[config.mk]
export PLATFORM = sky130hd
export DESIGN_NAME = pipe_adder
export DESIGN_NICKNAME = d
export VERILOG_FILES = /design/src/rtl/pipe_adder.sv
export SDC_FILE = /design/constraint.sdc
export NUM_CORES = 1
export LEC_CHECK = 0
export ABC_AREA = 1
export CAP_MARGIN = 20
export CORE_MARGIN = 1
export CORE_UTILIZATION = 45
export CTS_CLUSTER_DIAMETER = 200
export DETAILED_ROUTE_END_ITERATION = 16
export PLACE_DENSITY_LB_ADDON = 0.25
export SETUP_SLACK_MARGIN = 0.5
export SLEW_MARGIN = 10
export SYNTH_ARGS = -nofsm -noshare
export SYNTH_HDL_FRONTEND = slang
export SYNTH_SLANG_ARGS = --single-unit
export TNS_END_PERCENT = 50
[constraint.sdc]
create_clock -name clk -period 7.1 [get_ports clk]
set_input_delay 1.065 -clock clk [delete_from_list [all_inputs] [get_ports clk]]
set_output_delay 1.065 -clock clk [all_outputs]
set_load 0.03 [all_outputs]
[src/rtl/pipe_adder.sv]
// pipe_adder: ready/valid adder/subtractor whose carry chain is split into one slice per pipeline stage.
module pipe_adder #(
    parameter int WIDTH  = 32,
    parameter int STAGES = 4
) (
    input  logic             clk,
    input  logic             rst,
    input  logic             IN_VALID,
    output logic             IN_READY,
    input  logic [WIDTH-1:0] IN1,
    input  logic [WIDTH-1:0] IN2,
    input  logic             SUB,
    input  logic             CIN,
    output logic             OUT_VALID,
    input  logic             OUT_READY,
    output logic [WIDTH-1:0] OUT,
    output logic             COUT,
    output logic             OVF,
    output logic             ZERO
);
    localparam int SLICE = WIDTH / STAGES;
    localparam int LAST  = STAGES - 1;
    if (STAGES < 1 || WIDTH % STAGES != 0) begin : g_bad_params
        $error("pipe_adder: WIDTH must be a multiple of STAGES");
    end
    logic              adv;
    logic              z_q;
    logic [STAGES-1:0] v_q, vi, c_q, ci, cn;
    logic [SLICE-1:0]  sn;
    logic [WIDTH-1:0]  a_q [STAGES];
    logic [WIDTH-1:0]  b_q [STAGES];
    logic [WIDTH-1:0]  r_q [STAGES];
    logic [WIDTH-1:0]  ai  [STAGES];
    logic [WIDTH-1:0]  bi  [STAGES];
    logic [WIDTH-1:0]  ri  [STAGES];
    logic [WIDTH-1:0]  rn  [STAGES];
    // stage k adds slice k of the operands it received plus the carry from stage k-1
    always_comb begin
        vi = '0;
        ci = '0;
        cn = '0;
        sn = '0;
        ai[0] = IN1;
        bi[0] = SUB ? ~IN2 : IN2;
        ri[0] = '0;
        ci[0] = SUB | CIN;
        vi[0] = IN_VALID;
        for (int k = 1; k < STAGES; k++) begin
            ai[k] = a_q[k-1];
            bi[k] = b_q[k-1];
            ri[k] = r_q[k-1];
            ci[k] = c_q[k-1];
            vi[k] = v_q[k-1];
        end
        for (int k = 0; k < STAGES; k++) begin
            {cn[k], sn} = {1'b0, ai[k][k*SLICE +: SLICE]} + {1'b0, bi[k][k*SLICE +: SLICE]}
                        + {{SLICE{1'b0}}, ci[k]};
            rn[k] = ri[k];
            rn[k][k*SLICE +: SLICE] = sn;
        end
    end
    always_ff @(posedge clk) begin
        if (rst) begin
            v_q <= '0;
            c_q <= '0;
            z_q <= 1'b0;
            for (int k = 0; k < STAGES; k++) begin
                a_q[k] <= '0;
                b_q[k] <= '0;
                r_q[k] <= '0;
            end
        end else if (adv) begin
            v_q <= vi;
            c_q <= cn;
            z_q <= (rn[LAST] == '0);
            for (int k = 0; k < STAGES; k++) begin
                a_q[k] <= ai[k];
                b_q[k] <= bi[k];
                r_q[k] <= rn[k];
            end
        end
    end
    assign adv       = !v_q[LAST] || OUT_READY;
    assign IN_READY  = adv;
    assign OUT_VALID = v_q[LAST];
    assign OUT       = r_q[LAST];
    assign COUT      = c_q[LAST];
    assign ZERO      = z_q;
    assign OVF       = (a_q[LAST][WIDTH-1] == b_q[LAST][WIDTH-1]) && (OUT[WIDTH-1] != a_q[LAST][WIDTH-1]);
endmodule

Word level (Yosys, flattened, before mapping)
Memories as Yosys holds them, arrays and structs flattened.
Index checks and enable logic that the tools add are counted.
{"block": "totals", "ramBits": 384, "memories": 3, "wordCells": 52, "output_inout_bits": 37, "in_bits": 70, "regBits": 9}
{"memory": "a_q", "depth": 4, "width": 32, "read_ports": 4, "rd_ports_with_merged_regs": 0, "wr": 4, "line_no": "30", "rtl": "logic [WIDTH-1:0] a_q [STAGES];"}
{"memory": "b_q", "depth": 4, "width": 32, "read_ports": 4, "rd_ports_with_merged_regs": 0, "wr": 4, "line_no": "31", "rtl": "logic [WIDTH-1:0] b_q [STAGES];"}
{"memory": "r_q", "depth": 4, "width": 32, "read_ports": 4, "rd_ports_with_merged_regs": 0, "wr": 4, "line_no": "32", "rtl": "logic [WIDTH-1:0] r_q [STAGES];"}
{"block": "op_classes", "muxes": 18, "n_eq_ne": 2, "n_reduce_logical": 4, "n_addsub": 8, "n_bitwise": 14}
{"cell": "2-to-1 mux 32 bit", "n": 13}
{"cell": "adder 8 x 8 -> 9 bit", "n": 4}
{"cell": "adder 9 x 1 -> 9 bit", "n": 4}
{"cell": "logical NOT 32 bit", "n": 1}
{"cell": "inverter 32 bit", "n": 1}
{"cell": "OR 1 bit", "n": 13}
{"cell": "2-to-1 mux 1 bit", "n": 5}
{"cell": "== test 1 bit", "n": 1}
{"cell": "logical AND 1 bit", "n": 1}
{"cell": "logical NOT 1 bit", "n": 1}
{"cell": "logical OR 1 bit", "n": 1}
{"cell": "!= test 1 bit", "n": 1}

Longest topological paths before layout
{"block": "logic_depth", "depth_word": 6, "ltp_mapped": 12, "mapped_depth_nobuf": 12}

Least setup slack after synthesis
OpenSTA, ideal clock, no wires.
{"block": "synth_timing", "kind": "in2reg", "from": "input port OUT_READY", "to": "memory a_q[0][10], enable pin", "setup_slack_ns": 1.551, "stages": 4, "n_path_buf": 0, "setup_ns": 0.533, "arrival_ns": 5.016, "required_ns": 6.567, "cell_sequence": "inv_1 nand2_1 nor2_1 inv_1"}
{"item": "start, declared", "line_no": "15", "rtl": "input logic OUT_READY,"}
{"item": "end, declared", "line_no": "30"}

Final worst setup path
{"block": "layout_timing", "from": "input port OUT_READY", "to": "output port IN_READY"}
{"block": "layout_via", "elab_chain_len": 1}
{"item": "logical OR 1 bit", "line_no": "83", "rtl": "assign adv = !v_q[LAST] || OUT_READY;"}
{"item": "end, declared", "line_no": "9", "rtl": "output logic IN_READY,"}
No other way between the ends.

==> impl_results.md <==
* Status: complete, no violations
* WS Path Type: primary input to primary output
* Post-CTS Hold Buffers at 0
* Clock share of power at 38.5%
* Critical Path AT at 2360 ps
* Synth async-reset ratio at 0%
* Period minus WS final at 3420 ps
* Final Instance Count excl. Fillers at 1201
* Post-Synthesis Cells at 823
* Share of cells above drive strength 1 at 4.57%
* Worst Tran Pin Value at 1040 ps
* Mean Syn Cell Area at 10.6 sq um
* Tot GR Track Use at 16.0%
* Pint at 0.00202 W
* Clock latency on the worst-skew pair at 430 ps
* Vias/cell at 4.58
* Required time worst endpoint at 6030 ps
* Final Hold Fails at 0
* Leakage at 4.59 nW
* Mapped Area at 8700 sq um
* CP Capture Type: primary output
* Final net count at 1034
* Final RePlAce weighted congestion at 0.820
* Power Density at 247 nW/um^2
* Endpoints failing setup at 0
* Initial antenna violation count at 0
* Die W at 141 um
* Post-Syn Nets at 929
* Leading area contributor after synthesis: edfxtp_1
* Hold Crit Start: ZERO$_SDFFE_PP0P_
* Maximum root-to-sink buffer count at 2
* Reg2reg start: v_q[3]$_SDFFE_PP0P_
* Via count at 5498
* Seq/Total Area, Yosys at 63.5%
* Post-DR wirelength/cell at 12.3 um
* WHS Path Cells at 2
* Clk root buf: clkbuf_16
* Switch share at 23.2%
* CTS H-Tree Depth at 4
* Top achievable clock speed at 292 MHz
* Row count at 50
* Post-synthesis mux area share at 0%
* Initial DRT Pass Iterations at 5
* DIE HEIGHT at 141 um
* TNS Setup at 0 ps
* Global-route wire length before repair at 24.4 mm
* Cts repair resizes at 0
* Residual DRC at 0
* Min-Delay Endpoint: ZERO$_SDFFE_PP0P_
* Clock-pin slew on the worst setup and hold paths at 70 ps
* Synth area leaders: edfxtp_1 61%, nor2_1 8.4%, inv_1 7.1%
* RR Endpoint: a_q[0][17]$_SDFFCE_PN0P_
* Combinational share of power at 11.4%
* Total wire length at 14.7 mm
* Flop pwr share at 50.1%
* Crit path max fanout at 3
* # clock sinks at 187
* Switching power at 0.000609 W
* Yosys top cell area share at 61.4%
* Predominant post-synthesis flop cell: edfxtp_1
* EDFF count, synth at 178
* Io pins at 107
* Max_slew headroom at 30.4%
* Dpl cells at 1169
* GR Overflow Total at 0
* CTS Buf Count at 17
* Ant diodes at 0
* Area added between synthesis and finish at 22.2%
* Compound-gate portion of the synthesized area at 4.95%
* Dpl hpwl at 9.70 mm
* Pins Over Slew Limit at 0
* Antenna viol nets, final at 0
* RSZ-0062 raised after global routing: no
* Synth Register Bits at 187
* Largest family of logic cells by synthesized area: simple AND/OR/NAND/NOR gates
* Max Cap Viol at 0
* Hold WC Path Type: register to register
* Starting Density at 46.2%
* Die area at 19900 sq um
* Worst vdd ir at 207 uV
* Drt initial violations at 331
* Commonest cells after routing, fill and taps aside: 194 x nor2_1, 178 x edfxtp_1, 164 x inv_1
* Worst Setup Start Kind: primary input
* Vias in the first global route at 5208
* Number of synthesis warnings at 0
* Largest net degree at the start of global routing at 117
* Post-synthesis cell type count at 28
* Port Buffer Count at 106
* Fin Clk Skew at 7.76 ps
* Core area at 18800 sq um
* TritonCTS clock tree: built
* Commonest non-fill, non-tap cell in the layout: nor2_1
* Synth Area in Adders at 5.87%
* Post-CTS setup buffers at 0
* Tcrit/Tclk final at 48.2%
* Reg2Reg Depth at 4
* Post-synthesis xor/xnor area fraction at 3.22%
* Reg2Reg Setup Slack at 4520 ps
* Synth Area in Simple Gates at 13.9%
-- worst max-delay path, cell delays in order --
cell and delay, ps:
clkdlybuf4s50_1 450, inv_1 70, nand2_1 100, clkdlybuf4s50_1 680
-- through the flow --
| stage | area (sq um) | hold slack [ps] | total power, W | setup WS, ps | utilization (%) |
|---|---|---|---|---|---|
| after CTS | 10600 | 463 | 0.00265 | 3670 | 56.4 |
| after detailed placement | 9990 | 450 | 0.00164 | 3260 | 53.1 |
| after floorplan | 8700 | 430 | 0.00153 | 1550 | - |
| final | 10600 | 468 | 0.00263 | 3680 | 56.4 |
| after global routing | 10600 | 474 | 0.00274 | 3540 | 56.4 |
| after global placement | 9990 | 451 | 0.00163 | 3330 | 53.1 |
-- routing by layer --
| metal | up-vias | share of wire, % | track usage, % |
|---|---|---|---|
| met1 | 2500 | 45 | 20.4 |
| met5 | - | 0 | 0 |
| met3 | 16 | 4.1 | 3.77 |
| li1 | 2854 | - | - |
| met4 | 0 | 1.6 | 5.95 |
| met2 | 128 | 50 | 26.7 |
-- cells by family after synthesis --
| logic type | count (synthesis) |
|---|---|
| XOR/XNOR | 32 |
| AND/OR/NAND/NOR | 301 |
| adder cells (fa/ha/maj) | 36 |
| AO/OA/AOI/OAI | 77 |
| buffers and inverters | 190 |
| flip-flops | 187 |
-- cell usage after synthesis, types with 3 or more instances --
cell,instances
nor2_1,194
edfxtp_1,178
inv_1,165
nand2_1,71
a21oi_1,35
ha_1,28
o21ai_0,25
xnor2_1,24
nand3_1,17
buf_2,14
dfxtp_1,9
nand4_1,9
fa_1,8
xor2_1,8
a21o_1,7
clkbuf_1,6
nor3b_1,4
a31oi_1,3
nand3b_1,3
o211ai_1,3
-- sequential cells by signal, summed over array words and instances, names as in the netlist --
name and cells:
v_q 4, a_q 49, ZERO 1, b_q 49
r_q 80, c_q 4
-- power by group through the flow --
stage	combinational, W	clock (W)	sequential, W
after floorplan	0.000174	0	0.00136
after global routing	0.000339	0.00108	0.00132
after global placement	0.000296	0	0.00134
final	0.000299	0.00101	0.00132
after detailed placement	0.000300	0	0.00134
after CTS	0.000302	0.00103	0.00132
-- how the worst max path moves through the flow --
stage | startpoint | endpoint | slack (ps)
after detailed placement | OUT_READY | b_q[0][19]$_SDFFCE_PN0P_ | 3260
after CTS | OUT_READY | IN_READY | 3670
after global routing | OUT_READY | a_q[0][20]$_SDFFCE_PN0P_ | 3540
after global placement | OUT_READY | a_q[0][20]$_SDFFCE_PN0P_ | 3330
final | OUT_READY | IN_READY | 3680
after floorplan | OUT_READY | a_q[0][10]$_SDFFCE_PN0P_ | 1550
-- final cells by class --
cell class	count	area (sq um)
sequential	187	5530
fill	1637	8200
multi-input combinational	446	2430
clock buffer	17	425
clock inverter	15	211
tap	260	325
timing repair buffer	109	1080
inverter	167	634
No activity file was read; power rests on OpenSTA's default activity.
==> RTL change 1: new RTL, same flow settings <==
Set the parameter `WIDTH` to 48 (it was 32).
--- a/src/rtl/pipe_adder.sv
+++ b/src/rtl/pipe_adder.sv
@@ -1,6 +1,6 @@
 // pipe_adder: ready/valid adder/subtractor whose carry chain is split into one slice per pipeline stage.
 module pipe_adder #(
-    parameter int WIDTH  = 32,
+    parameter int WIDTH  = 48,
     parameter int STAGES = 4
 ) (
     input  logic             clk,
Interface: changed (resized IN1, IN2 and OUT); port bits go from 107 to 155. The function was not compared with the original's and may differ.
==> RTL change 1 against the unedited design <==
Area after synthesis rose by 49%; cell area rose by 49%; wire length rose by 50%; non-clock buffer count rose by 49; global-route usage fell by 0.28 points; combinational power rose by 51%; hold slack got worse by 0.0057 ns; worst setup slack got worse by 0.046 ns; sequential cell count rose by 88; maximum frequency fell by 1.3%; critical path depth did not move; power rose by 45%; sequential share of layout area fell by 0.25 points; largest cell class unchanged; highest routed layer unchanged.
==> RTL change 1: results (changes against the unedited design) <==
- Leading cell types by count after synthesis: 293 x sky130_fd_sc_hd__nor2_1, 266 x sky130_fd_sc_hd__edfxtp_1, 260 x sky130_fd_sc_hd__inv_1 (was 194 x sky130_fd_sc_hd__nor2_1, 178 x sky130_fd_sc_hd__edfxtp_1, 165 x sky130_fd_sc_hd__inv_1)
* Transition at the pin with the smallest max-transition slack: 1.05 ns (was 1.04 ns)
* Clk_skew: 0.0280 ns (was 0.00776 ns)
* Lkg Pwr: 6.85 nW (was 4.59 nW)
- The layout cell share with drive strength beyond 1 came to 0.0421 (was 0.0457).
* Antenna violations before repair: 1 (was 0)
- Run status: finished, final reports clean (unchanged).
* Total number of nets in the final design: 1,558 (was 1,034)
- The worst ir drop on vdd is 0.181 mV (was 0.207 mV).
- Share of the synthesized area in compound gates (AO/OA/AOI/OAI): 0.0553 (was 0.0495)
- The vias per cell came to 4.58 (about the same).
- Post-synthesis xor/xnor area fraction: 0.0337 (was 0.0322)
- Number of enable flip-flop cells after synthesis: 266 (was 178)
* Overall fraction of global-route tracks in use: 0.157 (was 0.160)
* Part of the Yosys area used for sequential elements: 0.629 (was 0.635)
- Largest cells by area after synthesis: sky130_fd_sc_hd__edfxtp_1 62%, sky130_fd_sc_hd__nor2_1 8.5%, sky130_fd_sc_hd__inv_1 7.5% (was sky130_fd_sc_hd__edfxtp_1 61%, sky130_fd_sc_hd__nor2_1 8.4%, sky130_fd_sc_hd__inv_1 7.1%)
* Largest net degree at the start of global routing: 207 (was 117)
- The global-route wire length before repair is 36,900 um (was 24,400 um).
- The share of synthesized cell area in full adder, half adder and majority cells is 0.0548 (was 0.0587).
- Number of H-tree branching levels: 1 (was 4)
- The number of DRC markers in iteration 0 came to 517 (was 331).
- GP Congestion: 0.823 (was 0.820)
- The number of global-route vias before repair is 7,899 (was 5,208).
- Worst setup slack for register-to-register paths: 4.63 ns (was 4.52 ns)
- The post-detailed-placement half-perimeter wirelength was 14,900 um (was 9700 um).
* Number of port buffers: 154 (was 106)
- Synthesized net count: 1,405 (was 929)
- Primary flip-flop cell chosen by synthesis mapping: sky130_fd_sc_hd__edfxtp_1 (unchanged)
* Skew-Pair Late Insertion Delay: 0.55 ns (was 0.43 ns)
- Largest registers ranked by flip-flop count: r_q: 120 flops, a_q: 73 flops, b_q: 73 flops (was r_q: 80 flops, a_q: 49 flops, b_q: 49 flops)
- The number of buffers inserted by post-CTS setup repair was 0 (unchanged).
- Endpoint arrival time on the critical path: 2.40 ns (was 2.36 ns)
- The count of different cell masters after synthesis came to 37 (was 28).
* Cell area after placement: 14,900 um^2 (was 9990 um^2)
- The worst-case clock buffer depth came to 3 (was 2).
- DR WL/cell: 12.3 um (about the same)
* Total CTS buffers: 29 (was 17)
- CP max FO: 4 (was 3)
==> RTL change 1: cell count changes in the layout (fill, tap and decap cells not counted), sizes merged, moves of 16 or more <==
cell and delta:
a21oi +18, edfxtp +88, inv +88, nand2 +49, clkdlybuf4s50 +48, nor2 +101
ha +16, clkbuf +27
==> RTL change 1: per-stage QoR <==
step	utilization	cells	setup WS, ns	hold slack (ns)
after detailed placement	0.530	1751	3.32	0.455
after CTS	0.562	1803	3.62	0.464
after global placement	0.530	1751	3.39	0.448
final	0.562	1804	3.63	0.462
after floorplan	-	1251	0.950	0.430
after global routing	0.562	1804	3.57	0.496
==> RTL change 1: power breakdown <==
part / internal (W) / leakage (nW) / switching (W)
clock: 0.000842 / 0.445 / 0.000587
combinational: 0.000194 / 3.17 / 0.000256
sequential: 0.00190 / 3.23 / 0.0000367
total: 0.00294 / 6.85 / 0.000880
==> RTL change 1: per-layer routing <==
metal / GRT usage / vias to the layer above / share of wire
li1: - / 4306 / -
met1: 0.197 / 3738 / 0.43
met2: 0.279 / 172 / 0.50
met3: 0.0260 / 42 / 0.045
met4: 0.0450 / 0 / 0.024
met5: 0 / - / 0
==> RTL change 1: final timing paths <==
| kind | start | endpoint | depth (start not counted) |
|---|---|---|---|
| max | OUT_READY | IN_READY | 4 |
| min | ZERO$_SDFFE_PP0P_ | ZERO$_SDFFE_PP0P_ | 2 |
| max reg2reg | v_q[3]$_SDFFE_PP0P_ | r_q[1][14]$_SDFFCE_PN0P_ | 5 |
| min reg2reg | ZERO$_SDFFE_PP0P_ | ZERO$_SDFFE_PP0P_ | 2 |
==> RTL change 1: cell families (layout without fill, tap and decap cells) <==
group / count (synthesis) / in the layout
XOR/XNOR: 50 / 50
adder cells (fa/ha/maj): 52 / 52
other: 0 / 1
buffers and inverters: 296 / 470
AO/OA/AOI/OAI: 123 / 123
AND/OR/NAND/NOR: 455 / 455
flip-flops: 275 / 275
==> RTL change 1: critical path: stages <==
cell and delay, ns:
sky130_fd_sc_hd__clkdlybuf4s50_1 0.45, sky130_fd_sc_hd__inv_1 0.03, sky130_fd_sc_hd__nand2_1 0.14, sky130_fd_sc_hd__clkdlybuf4s50_1 0.71
==> RTL change 1: cell type report <==
class | instances | area [um^2]
fillers | 2440 | 12300
clock inverters | 8 | 76.3
flip-flops and latches | 275 | 8170
repair buffers | 158 | 1590
multi-input cells | 680 | 3670
diodes | 1 | 2.50
clock buffers | 44 | 832
inverters | 260 | 980
well taps | 378 | 473
==> RTL change 2: new RTL, same flow settings <==
Made on the original files. Put a register stage on the output `OVF`, with the module's reset. The value now appears one clock later. The other outputs are not delayed to match.
--- a/src/rtl/pipe_adder.sv
+++ b/src/rtl/pipe_adder.sv
@@ -86,6 +86,12 @@
     assign OUT       = r_q[LAST];
     assign COUT      = c_q[LAST];
     assign ZERO      = z_q;
-    assign OVF       = (a_q[LAST][WIDTH-1] == b_q[LAST][WIDTH-1]) && (OUT[WIDTH-1] != a_q[LAST][WIDTH-1]);
+    always_ff @(posedge clk) begin
+        if (rst) begin
+            OVF <= '0;
+        end else begin
+            OVF <= (a_q[LAST][WIDTH-1] == b_q[LAST][WIDTH-1]) && (OUT[WIDTH-1] != a_q[LAST][WIDTH-1]);
+        end
+    end
 endmodule
 
Function: changed (a bounded check fails within 10 cycles, from zero or initial values and one cycle with rst high).
==> RTL change 2 against the unedited design <==
Wire length decreased by 4.4%; area after synthesis increased by 1.4%; worst setup slack improved by 0.0034 ns; sequential cell count increased by 1; highest routed layer unchanged; cell area about the same; critical path depth unchanged; synthesized cell count increased by 1.8%; first-iteration DRC count increased by 11%; power decreased by 3.8%; cell count increased by 1.2%; clock skew increased by 0.0011 ns; largest power group unchanged.
==> RTL change 2: results (changes against the unedited design) <==
- The worst flop-to-flop path endpoint was b_q[1][30]$_SDFFCE_PN0P_ (was a_q[0][17]$_SDFFCE_PN0P_).
- Drt via density: 4.51 (was 4.58)
- The transition time at the pin with the least slew margin was 0.987 ns (was 1.04 ns).
* Met2 routing resource usage after global routing: 0.261 (was 0.267)
- The total routed wire length on the met1 layer was 6150 um (was 6580 um).
- HPWL after detailed placement: 9390 um (was 9700 um)
- The switching share of power came to 0.233 (was 0.232).
* Length of routed met3 wiring: 614 um (was 607 um)
- The worst clock skew was 0.00884 ns (was 0.00776 ns).
- The number of DRC markers in iteration 0 is 366 (was 331).
- The switching power is 0.000589 W (was 0.000609 W).
* Final Core Density: 0.560 (was 0.564)
* Total number of sequential cells: 188 (was 187)
- Largest cells by area after synthesis: sky130_fd_sc_hd__edfxtp_1 61%, sky130_fd_sc_hd__inv_1 7.7%, sky130_fd_sc_hd__nor2_1 7.5% (was sky130_fd_sc_hd__edfxtp_1 61%, sky130_fd_sc_hd__nor2_1 8.4%, sky130_fd_sc_hd__inv_1 7.1%)
- The final RePlAce weighted congestion came to 0.856 (was 0.820).
- Cell area after placement: 10,100 um^2 (was 9990 um^2)
* Via count of the first global-routing pass: 5,038 (was 5,208)
* Cells after synthesis: 838 (was 823)
- The share of synthesized cell area in full adder, half adder and majority cells is 0.0579 (was 0.0587).
* Fin Hold WS: 0.452 ns (was 0.468 ns)
* Share of the synthesized area in compound gates (AO/OA/AOI/OAI): 0.0399 (was 0.0495)
- DR WL/cell: 11.6 um (was 12.3 um)
* Data buffer area share: 0.102 (was 0.101)
* Multi-input combinational cell count: 445 (was 446)
- The global-route total usage across every layer is 0.150 (was 0.160).
* Number of fill cells: 1,617 (was 1,637)
* Run status: finished, final reports clean (unchanged)
## RTL change 2: cell types whose count changed after synthesis, sizes merged, moves of 4 or more
cell / change
clkbuf: -5
nand3: +10
inv: +15
a21oi: -6
nor3: +4
nor3b: -4
a21o: -7
nor2: -7
o21ai: -4
buf: +5
nand2: +8
## RTL change 2: how the worst max path moves through the flow
stage                    from                        to  slack (ns)  depth (start not counted)
floorplan           OUT_READY  a_q[0][10]$_SDFFCE_PN0P_        1.58                          4
global placement    OUT_READY   r_q[0][6]$_SDFFCE_PN0P_        3.34                          6
detailed placement  OUT_READY   r_q[0][6]$_SDFFCE_PN0P_        3.27                          6
CTS                 OUT_READY                  IN_READY        3.67                          4
global route        OUT_READY  b_q[1][30]$_SDFFCE_PN0P_        3.57                          6
finish              OUT_READY                  IN_READY        3.68                          4
